### src/rtl/pipe_hazard_ctrl_if.sv
// rtl/pipe_hazard_ctrl_if.sv - Pipeline-side signal bundle of the hazard controller
interface pipe_hazard_ctrl_if #(
    parameter int CNT_W = 16
);
    logic [4:0]       id_rs1;
    logic [4:0]       id_rs2;
    logic             id_use_rs1;
    logic             id_use_rs2;
    logic             id_fence;
    logic [4:0]       ex_rd;
    logic             ex_memread;
    logic             ex_taken;
    logic [31:0]      ex_target;
    logic             mem_req;
    logic             mem_ready;
    logic             pc_stall;
    logic             ifid_stall;
    logic             ifid_flush;
    logic             idex_stall;
    logic             idex_flush;
    logic             exmem_stall;
    logic             exmem_flush;
    logic             memwb_flush;
    logic             redirect_vld;
    logic [31:0]      redirect_pc;
    logic             mem_err;
    logic [CNT_W-1:0] stall_cnt;
    logic [CNT_W-1:0] flush_cnt;

    modport master (
        output id_rs1, id_rs2, id_use_rs1, id_use_rs2, id_fence,
               ex_rd, ex_memread, ex_taken, ex_target, mem_req, mem_ready,
        input  pc_stall, ifid_stall, ifid_flush, idex_stall, idex_flush,
               exmem_stall, exmem_flush, memwb_flush, redirect_vld, redirect_pc,
               mem_err, stall_cnt, flush_cnt
    );

    modport slave (
        input  id_rs1, id_rs2, id_use_rs1, id_use_rs2, id_fence,
               ex_rd, ex_memread, ex_taken, ex_target, mem_req, mem_ready,
        output pc_stall, ifid_stall, ifid_flush, idex_stall, idex_flush,
               exmem_stall, exmem_flush, memwb_flush, redirect_vld, redirect_pc,
               mem_err, stall_cnt, flush_cnt
    );
endinterface

### src/rtl/pipe_hazard_ctrl.sv
// rtl/pipe_hazard_ctrl.sv - Stall/flush sequencer for the 5-stage pipeline
module pipe_hazard_ctrl #(
    parameter int DRAIN_CYCLES = 2,
    parameter int MEM_TIMEOUT  = 64,
    parameter int CNT_W        = 16
) (
    input  logic              clk,
    input  logic              rst,
    pipe_hazard_ctrl_if.slave hz
);
    localparam logic [1:0] S_RUN      = 2'd0;
    localparam logic [1:0] S_MEM_WAIT = 2'd1;
    localparam logic [1:0] S_DRAIN    = 2'd2;
    localparam logic [7:0] WAIT_LAST  = 8'(MEM_TIMEOUT - 1);
    localparam logic [3:0] DRAIN_LOAD = 4'(DRAIN_CYCLES - 1);

    logic [1:0]       state_q, state_d;
    logic [7:0]       wcnt_q, wcnt_d;
    logic [3:0]       dcnt_q, dcnt_d;
    logic             mem_err_q, mem_err_d;
    logic             fence_done_q, fence_done_d;
    logic             lu_q, lu_d;
    logic [CNT_W-1:0] stall_cnt_q, stall_cnt_d;
    logic [CNT_W-1:0] flush_cnt_q, flush_cnt_d;

    logic pc_stall, ifid_stall, ifid_flush, idex_stall, idex_flush;
    logic exmem_stall, exmem_flush, memwb_flush, redirect_vld;
    logic mem_miss, load_use, fence_drained;

    always_comb begin
        state_d       = state_q;
        wcnt_d        = wcnt_q;
        dcnt_d        = dcnt_q;
        mem_err_d     = 1'b0;
        lu_d          = 1'b0;
        fence_drained = 1'b0;
        pc_stall      = 1'b0;
        ifid_stall    = 1'b0;
        ifid_flush    = 1'b0;
        idex_stall    = 1'b0;
        idex_flush    = 1'b0;
        exmem_stall   = 1'b0;
        exmem_flush   = 1'b0;
        memwb_flush   = 1'b0;
        redirect_vld  = 1'b0;
        mem_miss      = hz.mem_req & ~hz.mem_ready;
        load_use      = hz.ex_memread & (hz.ex_rd != 5'd0) &
                        ((hz.id_use_rs1 & (hz.id_rs1 == hz.ex_rd)) |
                         (hz.id_use_rs2 & (hz.id_rs2 == hz.ex_rd)));

        // A miss during DRAIN also freezes the pipe; the FENCE stays in ID and re-drains later.
        if (state_q == S_MEM_WAIT || mem_miss) begin
            pc_stall    = 1'b1;
            ifid_stall  = 1'b1;
            idex_stall  = 1'b1;
            exmem_stall = 1'b1;
            memwb_flush = 1'b1;
            if (state_q != S_MEM_WAIT) begin
                state_d = S_MEM_WAIT;
                wcnt_d  = 8'd0;
            end else if (hz.mem_ready) begin
                state_d = S_RUN;
            end else if (wcnt_q == WAIT_LAST) begin
                state_d     = S_RUN;
                mem_err_d   = 1'b1;
                exmem_stall = 1'b0;
                exmem_flush = 1'b1;
            end else begin
                wcnt_d = wcnt_q + 8'd1;
            end
        end else if (hz.ex_taken) begin
            redirect_vld = 1'b1;
            ifid_flush   = 1'b1;
            idex_flush   = 1'b1;
            state_d      = S_RUN;
        end else if (state_q == S_DRAIN) begin
            pc_stall   = 1'b1;
            ifid_stall = 1'b1;
            idex_flush = 1'b1;
            dcnt_d     = dcnt_q - 4'd1;
            if (dcnt_q == 4'd1) begin
                state_d       = S_RUN;
                fence_drained = 1'b1;
            end
        end else if (hz.id_fence && !fence_done_q) begin
            pc_stall   = 1'b1;
            ifid_stall = 1'b1;
            idex_flush = 1'b1;
            dcnt_d     = DRAIN_LOAD;
            if (DRAIN_LOAD == 4'd0) begin
                fence_drained = 1'b1;
            end else begin
                state_d = S_DRAIN;
            end
        end else if (load_use && !lu_q) begin
            // The load moves on during this bubble, so a second stall would be spurious.
            pc_stall   = 1'b1;
            ifid_stall = 1'b1;
            idex_flush = 1'b1;
            lu_d       = 1'b1;
        end

        // A drained FENCE must not retrigger while it is still held in ID.
        fence_done_d = fence_drained | (fence_done_q & ifid_stall);

        stall_cnt_d = stall_cnt_q;
        if (pc_stall && stall_cnt_q != '1) begin
            stall_cnt_d = stall_cnt_q + CNT_W'(1);
        end
        flush_cnt_d = flush_cnt_q;
        if (ifid_flush && flush_cnt_q != '1) begin
            flush_cnt_d = flush_cnt_q + CNT_W'(1);
        end
    end

    always_ff @(posedge clk or posedge rst) begin
        if (rst) begin
            state_q      <= S_RUN;
            wcnt_q       <= 8'd0;
            dcnt_q       <= 4'd0;
            mem_err_q    <= 1'b0;
            fence_done_q <= 1'b0;
            lu_q         <= 1'b0;
            stall_cnt_q  <= '0;
            flush_cnt_q  <= '0;
        end else begin
            state_q      <= state_d;
            wcnt_q       <= wcnt_d;
            dcnt_q       <= dcnt_d;
            mem_err_q    <= mem_err_d;
            fence_done_q <= fence_done_d;
            lu_q         <= lu_d;
            stall_cnt_q  <= stall_cnt_d;
            flush_cnt_q  <= flush_cnt_d;
        end
    end

    assign hz.pc_stall     = pc_stall & ~rst;
    assign hz.ifid_stall   = ifid_stall & ~rst;
    assign hz.ifid_flush   = ifid_flush & ~rst;
    assign hz.idex_stall   = idex_stall & ~rst;
    assign hz.idex_flush   = idex_flush & ~rst;
    assign hz.exmem_stall  = exmem_stall & ~rst;
    assign hz.exmem_flush  = exmem_flush & ~rst;
    assign hz.memwb_flush  = memwb_flush & ~rst;
    assign hz.redirect_vld = redirect_vld & ~rst;
    assign hz.redirect_pc  = hz.ex_target;
    assign hz.mem_err      = mem_err_q;
    assign hz.stall_cnt    = stall_cnt_q;
    assign hz.flush_cnt    = flush_cnt_q;
endmodule

### src/flat_wrapper.sv
// flat-port wrapper written by rule: the top's interface ports become plain ports
module pipe_hazard_ctrl_flat 
#(
    parameter int DRAIN_CYCLES = 2,
    parameter int MEM_TIMEOUT  = 64,
    parameter int CNT_W        = 16
)
  (clk, rst, hz_id_rs1, hz_id_rs2, hz_id_use_rs1, hz_id_use_rs2, hz_id_fence, hz_ex_rd, hz_ex_memread, hz_ex_taken, hz_ex_target, hz_mem_req, hz_mem_ready, hz_pc_stall, hz_ifid_stall, hz_ifid_flush, hz_idex_stall, hz_idex_flush, hz_exmem_stall, hz_exmem_flush, hz_memwb_flush, hz_redirect_vld, hz_redirect_pc, hz_mem_err, hz_stall_cnt, hz_flush_cnt);
  pipe_hazard_ctrl_if #(.CNT_W(CNT_W)) hz_i ();
  input  logic clk;
  input  logic rst;
  input wire logic [$bits(hz_i.id_rs1)-1:0] hz_id_rs1;
  input wire logic [$bits(hz_i.id_rs2)-1:0] hz_id_rs2;
  input wire logic [$bits(hz_i.id_use_rs1)-1:0] hz_id_use_rs1;
  input wire logic [$bits(hz_i.id_use_rs2)-1:0] hz_id_use_rs2;
  input wire logic [$bits(hz_i.id_fence)-1:0] hz_id_fence;
  input wire logic [$bits(hz_i.ex_rd)-1:0] hz_ex_rd;
  input wire logic [$bits(hz_i.ex_memread)-1:0] hz_ex_memread;
  input wire logic [$bits(hz_i.ex_taken)-1:0] hz_ex_taken;
  input wire logic [$bits(hz_i.ex_target)-1:0] hz_ex_target;
  input wire logic [$bits(hz_i.mem_req)-1:0] hz_mem_req;
  input wire logic [$bits(hz_i.mem_ready)-1:0] hz_mem_ready;
  output wire logic [$bits(hz_i.pc_stall)-1:0] hz_pc_stall;
  output wire logic [$bits(hz_i.ifid_stall)-1:0] hz_ifid_stall;
  output wire logic [$bits(hz_i.ifid_flush)-1:0] hz_ifid_flush;
  output wire logic [$bits(hz_i.idex_stall)-1:0] hz_idex_stall;
  output wire logic [$bits(hz_i.idex_flush)-1:0] hz_idex_flush;
  output wire logic [$bits(hz_i.exmem_stall)-1:0] hz_exmem_stall;
  output wire logic [$bits(hz_i.exmem_flush)-1:0] hz_exmem_flush;
  output wire logic [$bits(hz_i.memwb_flush)-1:0] hz_memwb_flush;
  output wire logic [$bits(hz_i.redirect_vld)-1:0] hz_redirect_vld;
  output wire logic [$bits(hz_i.redirect_pc)-1:0] hz_redirect_pc;
  output wire logic [$bits(hz_i.mem_err)-1:0] hz_mem_err;
  output wire logic [$bits(hz_i.stall_cnt)-1:0] hz_stall_cnt;
  output wire logic [$bits(hz_i.flush_cnt)-1:0] hz_flush_cnt;
  assign hz_i.id_rs1 = hz_id_rs1;
  assign hz_i.id_rs2 = hz_id_rs2;
  assign hz_i.id_use_rs1 = hz_id_use_rs1;
  assign hz_i.id_use_rs2 = hz_id_use_rs2;
  assign hz_i.id_fence = hz_id_fence;
  assign hz_i.ex_rd = hz_ex_rd;
  assign hz_i.ex_memread = hz_ex_memread;
  assign hz_i.ex_taken = hz_ex_taken;
  assign hz_i.ex_target = hz_ex_target;
  assign hz_i.mem_req = hz_mem_req;
  assign hz_i.mem_ready = hz_mem_ready;
  assign hz_pc_stall = hz_i.pc_stall;
  assign hz_ifid_stall = hz_i.ifid_stall;
  assign hz_ifid_flush = hz_i.ifid_flush;
  assign hz_idex_stall = hz_i.idex_stall;
  assign hz_idex_flush = hz_i.idex_flush;
  assign hz_exmem_stall = hz_i.exmem_stall;
  assign hz_exmem_flush = hz_i.exmem_flush;
  assign hz_memwb_flush = hz_i.memwb_flush;
  assign hz_redirect_vld = hz_i.redirect_vld;
  assign hz_redirect_pc = hz_i.redirect_pc;
  assign hz_mem_err = hz_i.mem_err;
  assign hz_stall_cnt = hz_i.stall_cnt;
  assign hz_flush_cnt = hz_i.flush_cnt;
  pipe_hazard_ctrl #(.DRAIN_CYCLES(DRAIN_CYCLES), .MEM_TIMEOUT(MEM_TIMEOUT), .CNT_W(CNT_W)) u_core (.clk(clk), .rst(rst), .hz(hz_i));
endmodule
### config.mk
export PLATFORM = sky130hd
export DESIGN_NAME = pipe_hazard_ctrl_flat
export DESIGN_NICKNAME = d
export VERILOG_FILES = /design/src/rtl/pipe_hazard_ctrl_if.sv /design/src/rtl/pipe_hazard_ctrl.sv /design/src/flat_wrapper.sv
export SDC_FILE = /design/constraint.sdc
export NUM_CORES = 1
export LEC_CHECK = 0
export CAP_MARGIN = 20
export CORE_MARGIN = 2
export CORE_UTILIZATION = 30
export DETAILED_ROUTE_END_ITERATION = 8
export PLACE_DENSITY_LB_ADDON = 0.25
export SETUP_SLACK_MARGIN = 0.15
export SYNTH_ARGS = -nofsm -noshare
export SYNTH_HDL_FRONTEND = slang
export SYNTH_SLANG_ARGS = --single-unit
### constraint.sdc
create_clock -name clk -period 4.56 [get_ports clk]
set_clock_uncertainty 0.15 [all_clocks]
set_input_delay 0.912 -clock clk [delete_from_list [all_inputs] [get_ports clk]]
set_output_delay 0.912 -clock clk [all_outputs]
set_load 0.1 [all_outputs]
# After elaboration in Yosys (flattened, before gate mapping)
# Index checks and enable logic that the tools add are counted.
[word_totals]
inputBits = 56
latchBits = 0
memories = 0
ramBits = 0
rom_bits = 0
ff_bits = 49
[classes]
n_eq_ne = 13
n_shift = 0
n_lt_le_gt_ge = 0
n_addsub = 4
muxes = 39
multipliers = 0
reduce_logical = 13
div_mod_pow = 0
n_bitwise = 18
[ops]
columns = ["op", "n"]
rows = [
  ["adder 16 x 1 -> 16 bit (second input constant)", 2],
  ["inequality test 16 bit (second input constant)", 2],
  ["two-way mux 1 bit", 26],
  ["two-way mux 8 bit", 3],
  ["two-way mux 2 bit", 8],
  ["AND 1 bit", 12],
  ["equality test 5 bit", 2],
  ["AND reduction 3 bit", 3],
  ["adder 8 x 1 -> 8 bit (second input constant)", 1],
  ["equality test 8 x 6 -> 1 bit (second input constant)", 1],
  ["two-way mux 4 bit", 2],
  ["inequality test 2 x 1 -> 1 bit (second input constant)", 3],
  ["nonzero test 5 bit", 1],
  ["equality test 4 x 1 -> 1 bit (second input constant)", 1],
  ["logical AND 1 bit", 4],
  ["inequality test 4 x 3 -> 1 bit (second input constant)", 1],
  ["inequality test 4 bit (second input constant)", 1],
  ["NOT 1 bit", 4],
  ["nonzero test 4 bit", 1],
  ["subtractor 4 x 1 -> 4 bit (second input constant)", 1],
  ["equality test 2 x 1 -> 1 bit (second input constant)", 1],
  ["equality test 2 bit (second input constant)", 1],
  ["zero test 1 bit", 2],
  ["bitwise OR 1 bit", 2],
  ["other kinds (2)", 2],
]

# Logic depth before layout (Yosys ltp)
# Gate-level depths: netlist of run 1.
[depth]
word_depth = 12
ltp_mapped = 7
depth_no_buf = 7

# Worst setup path before layout of run 1
# No wires, ideal clock.
[synth_path]
path_kind = "input to output"
from = "in hz_ex_rd[0]"
to = "out hz_pc_stall"
path_stages = 7
t_arrival_ns = 4.316
path_buffers = 2
path_slack_ns = -0.818
cell_sequence = "xnor2_1 nand4_1 o22ai_1 a211oi_2 buf_2 nor3_1 buf_4"
[synth_via]
elab_chain_cells = 11
word_cells_on_any_way = 15
classes_between = "2 x eq/ne; 5 x mux; 6 x bitwise; 2 x reduce/logical"
[synth_rtl]
columns = ["element", "line", "source"]
rows = [
  ["start, declared", "flat_wrapper.sv:17", "input wire logic [$bits(hz_i.ex_rd)-1:0] hz_ex_rd;"],
  ["equality test 5 bit, on equally long branches", "pipe_hazard_ctrl.sv:48, pipe_hazard_ctrl.sv:49", ""],
  ["AND 1 bit, on equally long branches", "pipe_hazard_ctrl.sv:48, pipe_hazard_ctrl.sv:49", ""],
  ["bitwise OR 1 bit", "pipe_hazard_ctrl.sv:48", "((hz.id_use_rs1 & (hz.id_rs1 == hz.ex_rd)) |"],
  ["AND 1 bit (*)", "pipe_hazard_ctrl.sv:47", "load_use = hz.ex_memread & (hz.ex_rd != 5'd0) &"],
  ["logical AND 1 bit (*)", "pipe_hazard_ctrl.sv:95", "end else if (load_use && !lu_q) begin"],
  ["two-way mux 1 bit (*) (5 in a row)", "n/a", ""],
  ["AND 1 bit (*)", "n/a", ""],
  ["end, declared", "flat_wrapper.sv:23", "output wire logic [$bits(hz_i.pc_stall)-1:0] hz_pc_stall;"],
]
# Mark *: on every way between the ends. The rest lies on a longest branch, timed or not.

# Worst setup path in the final report of run 1
[layout_path]
from = "in hz_ex_rd[1]"
to = "out hz_pc_stall"
[layout_via]
elab_chain_cells = 11
word_cells_on_any_way = 15
classes_between = "2 x eq/ne; 5 x mux; 6 x bitwise; 2 x reduce/logical"
[layout_rtl]
columns = ["element", "line", "source"]
rows = [
  ["equality test 5 bit, on equally long branches", "pipe_hazard_ctrl.sv:48, pipe_hazard_ctrl.sv:49", ""],
  ["AND 1 bit, on equally long branches", "pipe_hazard_ctrl.sv:48, pipe_hazard_ctrl.sv:49", ""],
  ["bitwise OR 1 bit", "pipe_hazard_ctrl.sv:48", ""],
  ["AND 1 bit (*)", "pipe_hazard_ctrl.sv:47", ""],
  ["logical AND 1 bit (*)", "pipe_hazard_ctrl.sv:95", ""],
  ["two-way mux 1 bit (*)", "pipe_hazard_ctrl.sv:95", ""],
  ["two-way mux 1 bit (*)", "pipe_hazard_ctrl.sv:85", "end else if (hz.id_fence && !fence_done_q) begin"],
  ["two-way mux 1 bit (*)", "pipe_hazard_ctrl.sv:76", "end else if (state_q == S_DRAIN) begin"],
  ["two-way mux 1 bit (*)", "pipe_hazard_ctrl.sv:71", "end else if (hz.ex_taken) begin"],
  ["two-way mux 1 bit (*)", "pipe_hazard_ctrl.sv:52", "if (state_q == S_MEM_WAIT || mem_miss) begin"],
  ["AND 1 bit (*)", "pipe_hazard_ctrl.sv:138", "assign hz.pc_stall = pc_stall & ~rst;"],
]
# Marked as above.

==> results of run 1 <==
## synth_stat cells
master / number
a2111oi_4: 1
a211o_1: 1
a211oi_1: 2
a211oi_2: 1
a21o_1: 1
a21oi_1: 4
and2_1: 2
and2_4: 1
and3_1: 2
and3_4: 2
and4_1: 3
buf_2: 2
buf_4: 35
buf_6: 1
dfrtp_1: 49
ha_1: 5
inv_1: 8
mux2_2: 3
mux2i_1: 1
nand2_1: 27
nand2b_1: 5
nand3_1: 15
nand4_1: 13
nand4b_1: 1
nor2_1: 22
nor2b_1: 1
nor3_1: 17
nor3_2: 2
nor3b_1: 1
nor4_1: 8
nor4_2: 1
nor4b_1: 1
o21ai_0: 4
o21ai_2: 1
o221ai_1: 1
o22ai_1: 1
o31ai_1: 1
o41ai_1: 1
or3_1: 1
or3_4: 1
or4_1: 1
xnor2_1: 22
xor2_1: 23
## layout make-up
class                           count  share of cell area
Clock buffer                        5              0.0195
Timing Repair Buffer               68               0.198
Inverter                            8             0.00849
Multi-Input combinational cell    200               0.380
Sequential cell                    49               0.347
Clock inverter                      1             0.00141
Tap cell                          129              0.0456
## logic make-up after synthesis
family,Yosys count
AND/OR/NAND/NOR,127
flip-flops,49
buffers and inverters,46
XOR/XNOR,45
AO/OA/AOI/OAI,19
adder cells (fa/ha/maj),5
multiplexers,4
## flip-flops by register name (all words and copies together) (netlist names)
| name | flops |
|---|---|
| u_core.hz.stall_cnt | 16 |
| u_core.fence_done_q | 1 |
| u_core.state_q | 2 |
| u_core.hz.mem_err | 1 |
| u_core.wcnt_q | 8 |
| u_core.hz.flush_cnt | 16 |
| u_core.lu_q | 1 |
| u_core.dcnt_q | 4 |
## stage by stage
step,hold slack (ns),util,total power [mW],setup slack (ns),cell area [um^2]
6_report,0.347,0.383,2.22,0.740,3540
5_1_grt,0.374,0.383,2.35,0.596,3540
4_1_cts,0.353,0.383,2.24,0.718,3540
3_5_place_dp,0.332,0.375,2.00,0.718,3460
3_3_place_gp,0.334,0.375,1.99,0.740,3460
2_1_floorplan,0.314,-,1.81,0.157,2890
## power groups by stage
stage | combinational [mW] | sequential (mW) | clock, mW
2_1_floorplan | 0.469 | 1.34 | 0
3_3_place_gp | 1.29 | 0.705 | 0
3_5_place_dp | 1.29 | 0.708 | 0
4_1_cts | 1.30 | 0.701 | 0.246
5_1_grt | 1.36 | 0.725 | 0.264
6_report | 1.29 | 0.701 | 0.236
## cells in the final DEF (no fill, tap or decap), drive strengths merged, types with 4 or more instances in the layout
cell type	synthesis	final
clkdlybuf4s50	0	56
dfrtp	49	49
nand2	27	27
xor2	23	23
xnor2	22	22
nor2	22	22
nor3	19	19
nand3	15	15
nand4	13	13
buf	38	12
nor4	9	9
inv	8	8
nand2b	5	5
ha	5	5
clkbuf	0	5
o21ai	5	5
a21oi	4	4
and3	4	4
## layer usage
metal,part of all wire,vias to the layer above,global-route usage
met4,0.0096,0,0.0359
met5,0,-,0
met1,0.47,1033,0.158
met3,0.070,15,0.0280
met2,0.45,77,0.204
li1,-,1057,-
## worst reg2reg max path, delay by kind of cell, from the launching register on
kind / cells / cell delay [ns]
AOI/OAI and AO/OA: 1 / 0.87
and+or+nand+nor: 4 / 0.55
DFF: 1 / 0.42
adders and majority gates: 1 / 0.20
xor gates and xnor gates: 1 / 0.15
## final timing paths
check                                             from                      to  slack (ns)  cells after the start
worst min register to register  u_core.hz.stall_cnt[4]  u_core.hz.stall_cnt[4]        0.35                      1
worst max register to register        u_core.wcnt_q[0]        u_core.wcnt_q[7]        2.10                      7
min in group asynchronous                          rst  u_core.hz.stall_cnt[9]        1.19                      3
worst min-delay path            u_core.hz.stall_cnt[4]  u_core.hz.stall_cnt[4]        0.35                      1
worst max-delay path                       hz_ex_rd[1]             hz_pc_stall        0.74                      7
max in group asynchronous                          rst        u_core.wcnt_q[2]        2.65                      3
==> out/qor.csv, run 1 <==
stage;metric;value;unit
outcome;status;finished, final reports clean;
clocking;root_buffer;clkbuf_8;
grt;grt_pass1_wl;10300;um
sta;worst_pin_slew;0.992;ns
setup_path;crit_chain;clkdlybuf4s50_1, nor3_2, a2111oi_4, a211oi_1, buf_4, nor3_2, buf_12;
setup_path;cp-end-kind;output pin;
cells_and_area;nets;393;
floorplan;core;9240;um^2
grt;grt_overflow_total;0;
place;place_inst;454;
place;gp_congestion;0.708;
run;max_cap_viol_count;0;
sta;slew-limit-headroom;0.336;
cells_and_area;multiInputGateArea;1350;um^2
power;p_leak;1.42;nW
sta;final.setup.tns;0;ns
clocking;postCtsSetupBuffers;0;
setup_path;arrival;2.76;ns
sta;setup_viol;0;
drt;antenna_left;0;
clocking;path_clk_slew;0.09;ns
drt;drt_first_pass_iters;4;
power;p_clk_frac;0.106;
cells_and_area;seq_area;1230;um^2
setup_path;cp_common_cell;nor3_2;
yosys;yosys.area.top_type;dfrtp_1;
yosys;synthAdderAreaFrac;0.0218;
yosys;syn_inst;295;
sta;maxClockFrequency;262;MHz
floorplan;die_h;102;um
grt;grt_max_degree;50;
grt;grt_pass1_vias;2261;
sta;rsz0062_at_grt;false;
yosys;synth-seq-cells;49;
grt;antenna_found_initial;0;
clocking;max-clock-path-buffers;2;
yosys;ys_warn_count;0;
floorplan;die_x;102;um
yosys;synth_simple_gate_area_share;0.236;
sta;final.min_clock_period;3.82;ns
drt;drc;0;
drt;vias;2182;
grt;grt_use_total;0.122;
floorplan;die_area;10400;um^2
place;dp_hpwl;4530;um
floorplan;initial_core_util;0.311;
clocking;ctsHtreeMaxLevel;2;
yosys;synth_compound_area_frac;0.0527;
yosys;synth_nets;356;
drt;drt_wl_total;6150;um
clocking;clock_latency;0.29;ns
cells_and_area;syn2layout_area_growth;23.2;%
floorplan;num_rows;35;
yosys;synth-seq-area-share;0.427;
cells_and_area;n_antenna_cell;0;
yosys;synth.area.top_cells;dfrtp_1 43%, buf_4 9.2%, xor2_1 7.0%;
power;p_seq_frac;0.315;
yosys;synth_xor_area_frac;0.137;
setup_path;cp-start-kind;primary input;
min_path;hold_class;flip-flop to flip-flop;
clocking;clock_sinks;49;
sta;hold_viol_final;0;
cells_and_area;drive_gt1_frac;0.106;
power;cell_internal_pwr;984;uW
setup_path;timing.critical_path.buf_inv;3;
clocking;hold_buffers;0;
power;power_frac_comb;0.578;
yosys;muxShareOfSynthArea;0.0153;
floorplan;io_pins;130;
setup_path;crit_path_max_fanout;12;
yosys;synthesis.area;2870;um^2
yosys;synth_top_area_frac;0.427;
cells_and_area;stdcell_count;460;
setup_path;criticalPathCategory;primary input to output pin;
setup_path;critPathSlowestCell;clkdlybuf4s50_1;
clocking;ctsResizeCount;0;
sta;fin_crit_sh;0.838;
place;io_buffers;65;
yosys;avgSynthCellArea;9.73;um^2
power;p_switching;1.24;mW
yosys;synth_top_family_by_area;simple AND/OR/NAND/NOR gates;
clocking;cts_buffers;5;
power;power_density;629;nW/um^2
clocking;cts_tree;done;
power;switching_share;0.557;
setup_path;cp_top_family;buffers and inverters;
setup_path;critPathRequiredTime;3.50;ns
cells_and_area;nFillCells;920;
setup_path;cp_slowest_stage_delay;0.54;ns
drt;wl_per_cell;13.4;um
yosys;ys_types;43;
sta;slew_violations;0;
drt;drtIter0Drc;51;
power;vdd_ir_drop_max;319;uV
drt;via_per_inst;4.74;
Note: power is estimated with default switching activity, not from simulation.
==> run 2, diff against run 1 <==
clock period = 4 ns   (was 4.56 ns; I/O delays follow)
==> run 2 against run 1 <==
First-iteration DRC count increased by 55%. Cell count increased by 0.87%. Cell area increased by 2.9%. Global-route usage increased by 0.72 points. Via count decreased by 1.5%. Critical path depth unchanged. Combinational power increased by 15%. Core utilization increased by 1.1 points. Sequential share of layout area decreased by 0.98 points. Wire length increased by 1.0%. Total power increased by 19%. Sequential power increased by 14%.
==> out/qor.csv, run 2 (synthesis results as in run 1) <==
stage;metric;value;unit;change
setup_path;arrival;2.62;ns;-0.14 ns
grt;grt_use_total;0.129;;+0.00724
sta;maxClockFrequency;280;MHz;
cells_and_area;final_cell_mix;56 x clkdlybuf4s50_1, 49 x dfrtp_1, 27 x nand2_1;;
grt;grt_overflow_total;0;;unchanged
min_path;hold_class;flip-flop to flip-flop;;
clocking;ctsHtreeMaxLevel;2;;unchanged
power;p_leak;1.46;nW;+2.8%
power;vdd_ir_drop_max;593;uV;+86%
min_path;min_to;u_core.hz.flush_cnt[15];;
floorplan;core;9240;um^2;unchanged
clocking;ctsResizeCount;0;;unchanged
floorplan;die_h;102;um;unchanged
grt;grt_pass1_vias;2191;;-3.1%
sta;timing.hold.ws;0.352;ns;+0.00517 ns
place;dp_hpwl;4640;um;+2.4%
cells_and_area;drive_gt1_frac;0.119;;+0.0137
clocking;path_clk_slew;0.09;ns;about the same
clocking;clock_latency;0.30;ns;about the same
clocking;clock_sinks;49;;unchanged
setup_path;crit_chain;clkdlybuf4s50_1, xnor2_1, nand4_1, o22ai_1, nand4b_1, a211oi_2, buf_12;;
setup_path;cp_slowest_stage_delay;0.55;ns;about the same
place;io_buffers;65;;unchanged
clocking;cts_buffers;5;;unchanged
floorplan;die_area;10400;um^2;unchanged
floorplan;die_x;102;um;unchanged
cells_and_area;syn2layout_area_growth;26.8;%;
cells_and_area;stdcell_count;464;;+0.87%
floorplan;io_pins;130;;unchanged
sta;slew-limit-headroom;0.338;;+0.00122
cells_and_area;nets;395;;+0.51%
drt;drtIter0Drc;79;;+55%
min_path;hold_depth;1;;unchanged
clocking;hold_buffers;0;;unchanged
grt;antenna_found_initial;0;;unchanged
sta;final.min_clock_period;3.57;ns;
sta;setup_viol;0;;unchanged
clocking;cts_tree;done;;
grt;grt_pass1_wl;10700;um;+4.3%
sta;slew_violations;0;;unchanged
power;power_density;727;nW/um^2;+16%
sta;fin_crit_sh;0.893;;
sta;setup_slack;0.429;ns;-0.311 ns
setup_path;r2r_end;u_core.wcnt_q[7];;
setup_path;cp-end-kind;output pin;;
setup_path;criticalPathCategory;primary input to output pin;;
setup_path;cp_top_family;buffers and inverters;;
clocking;root_buffer;clkbuf_8;;
floorplan;initial_core_util;0.311;;unchanged
setup_path;crit_path_max_fanout;3;;-9
cells_and_area;n_antenna_cell;0;;unchanged
cells_and_area;nFillCells;935;;+1.6%
sta;worst_pin_slew;0.990;ns;-0.00183 ns
cells_and_area;final_cell_area;3640;um^2;+2.9%
outcome;status;finished, final reports clean;;
setup_path;critPathSlowestCell;clkdlybuf4s50_1;;
place;place_area;3520;um^2;+1.7%
clocking;max-clock-path-buffers;2;;unchanged
sta;rsz0062_at_grt;false;;
drt;antenna_left;0;;unchanged
cells_and_area;final_common_cell;clkdlybuf4s50_1;;
drt;drt_wl_total;6220;um;+1.0%
grt;grt_max_degree;50;;unchanged
setup_path;timing.critical_path.buf_inv;2;;-1
drt;vias;2149;;-1.5%
place;place_ws;0.416;ns;-0.302 ns
drt;via_per_inst;4.63;;-2.4%
drt;drc;0;;unchanged
floorplan;num_rows;35;;unchanged
run;max_cap_viol_count;0;;unchanged
setup_path;r2r-start;u_core.wcnt_q[0];;
setup_path;cp-start-kind;primary input;;
drt;drt_first_pass_iters;4;;unchanged
min_path;min-delay-start;u_core.hz.flush_cnt[15];;
clocking;postCtsSetupBuffers;0;;unchanged
setup_path;critPathRequiredTime;3.05;ns;-0.45 ns
sta;hold_viol_final;0;;unchanged
setup_path;r2r_cells;7;;unchanged
place;gp_congestion;0.747;;+5.4%
drt;wl_per_cell;13.4;um;+0.14%
setup_path;rrSetupSlack;1.58;ns;-0.52 ns
place;place_inst;456;;+0.44%
-- run 2: cell count changes in the layout (fill, tap and decap cells not counted), sizes merged --
| cell | before | now |
|---|---|---|
| buf | 12 | 14 |
| bufinv | 0 | 1 |
| clkbuf | 5 | 7 |
| clkinv | 1 | 0 |
-- run 2: area by class of cell --
cell class,instances,area [um^2],area share
clock buffers,7,86.3,0.0237
multi-input cells,200,1350,0.372
inverters,8,30.0,0.00825
flip-flops and latches,49,1230,0.337
repair buffers,70,753,0.207
well taps,129,161,0.0443
clock inverters,1,30.0,0.00825
-- run 2: power by group --
group | switching (mW) | internal, mW
Sequential | 0.171 | 0.627
Clock | 0.164 | 0.204
Combinational | 1.09 | 0.388
Total | 1.43 | 1.22
-- run 2: layer usage --
layer | wire (um) | up-vias | track usage
li1 | - | 1066 | -
met1 | 2840 | 1025 | 0.169
met2 | 2970 | 40 | 0.208
met3 | 255 | 18 | 0.0253
met4 | 150 | 0 | 0.0574
met5 | 0 | - | 0
-- run 2: worst max path at each step --
stage,from,slack [ns],end,depth (start not counted)
global route,hz_ex_rd[0],0.32,hz_idex_flush,7
detailed placement,hz_ex_rd[0],0.42,hz_idex_flush,7
floorplan,hz_ex_rd[0],-0.18,hz_pc_stall,7
finish,hz_ex_rd[0],0.43,hz_idex_flush,7
CTS,hz_ex_rd[0],0.41,hz_idex_flush,7
global placement,hz_ex_rd[0],0.47,hz_idex_flush,7
-- run 2: through the flow --
stage / power [mW] / TNS (ns) / util
floorplan: 2.06 / -0.179 / -
detailed placement: 2.29 / 0 / 0.381
global route: 2.79 / 0 / 0.394
CTS: 2.67 / 0 / 0.394
global placement: 2.29 / 0 / 0.381
finish: 2.65 / 0 / 0.394
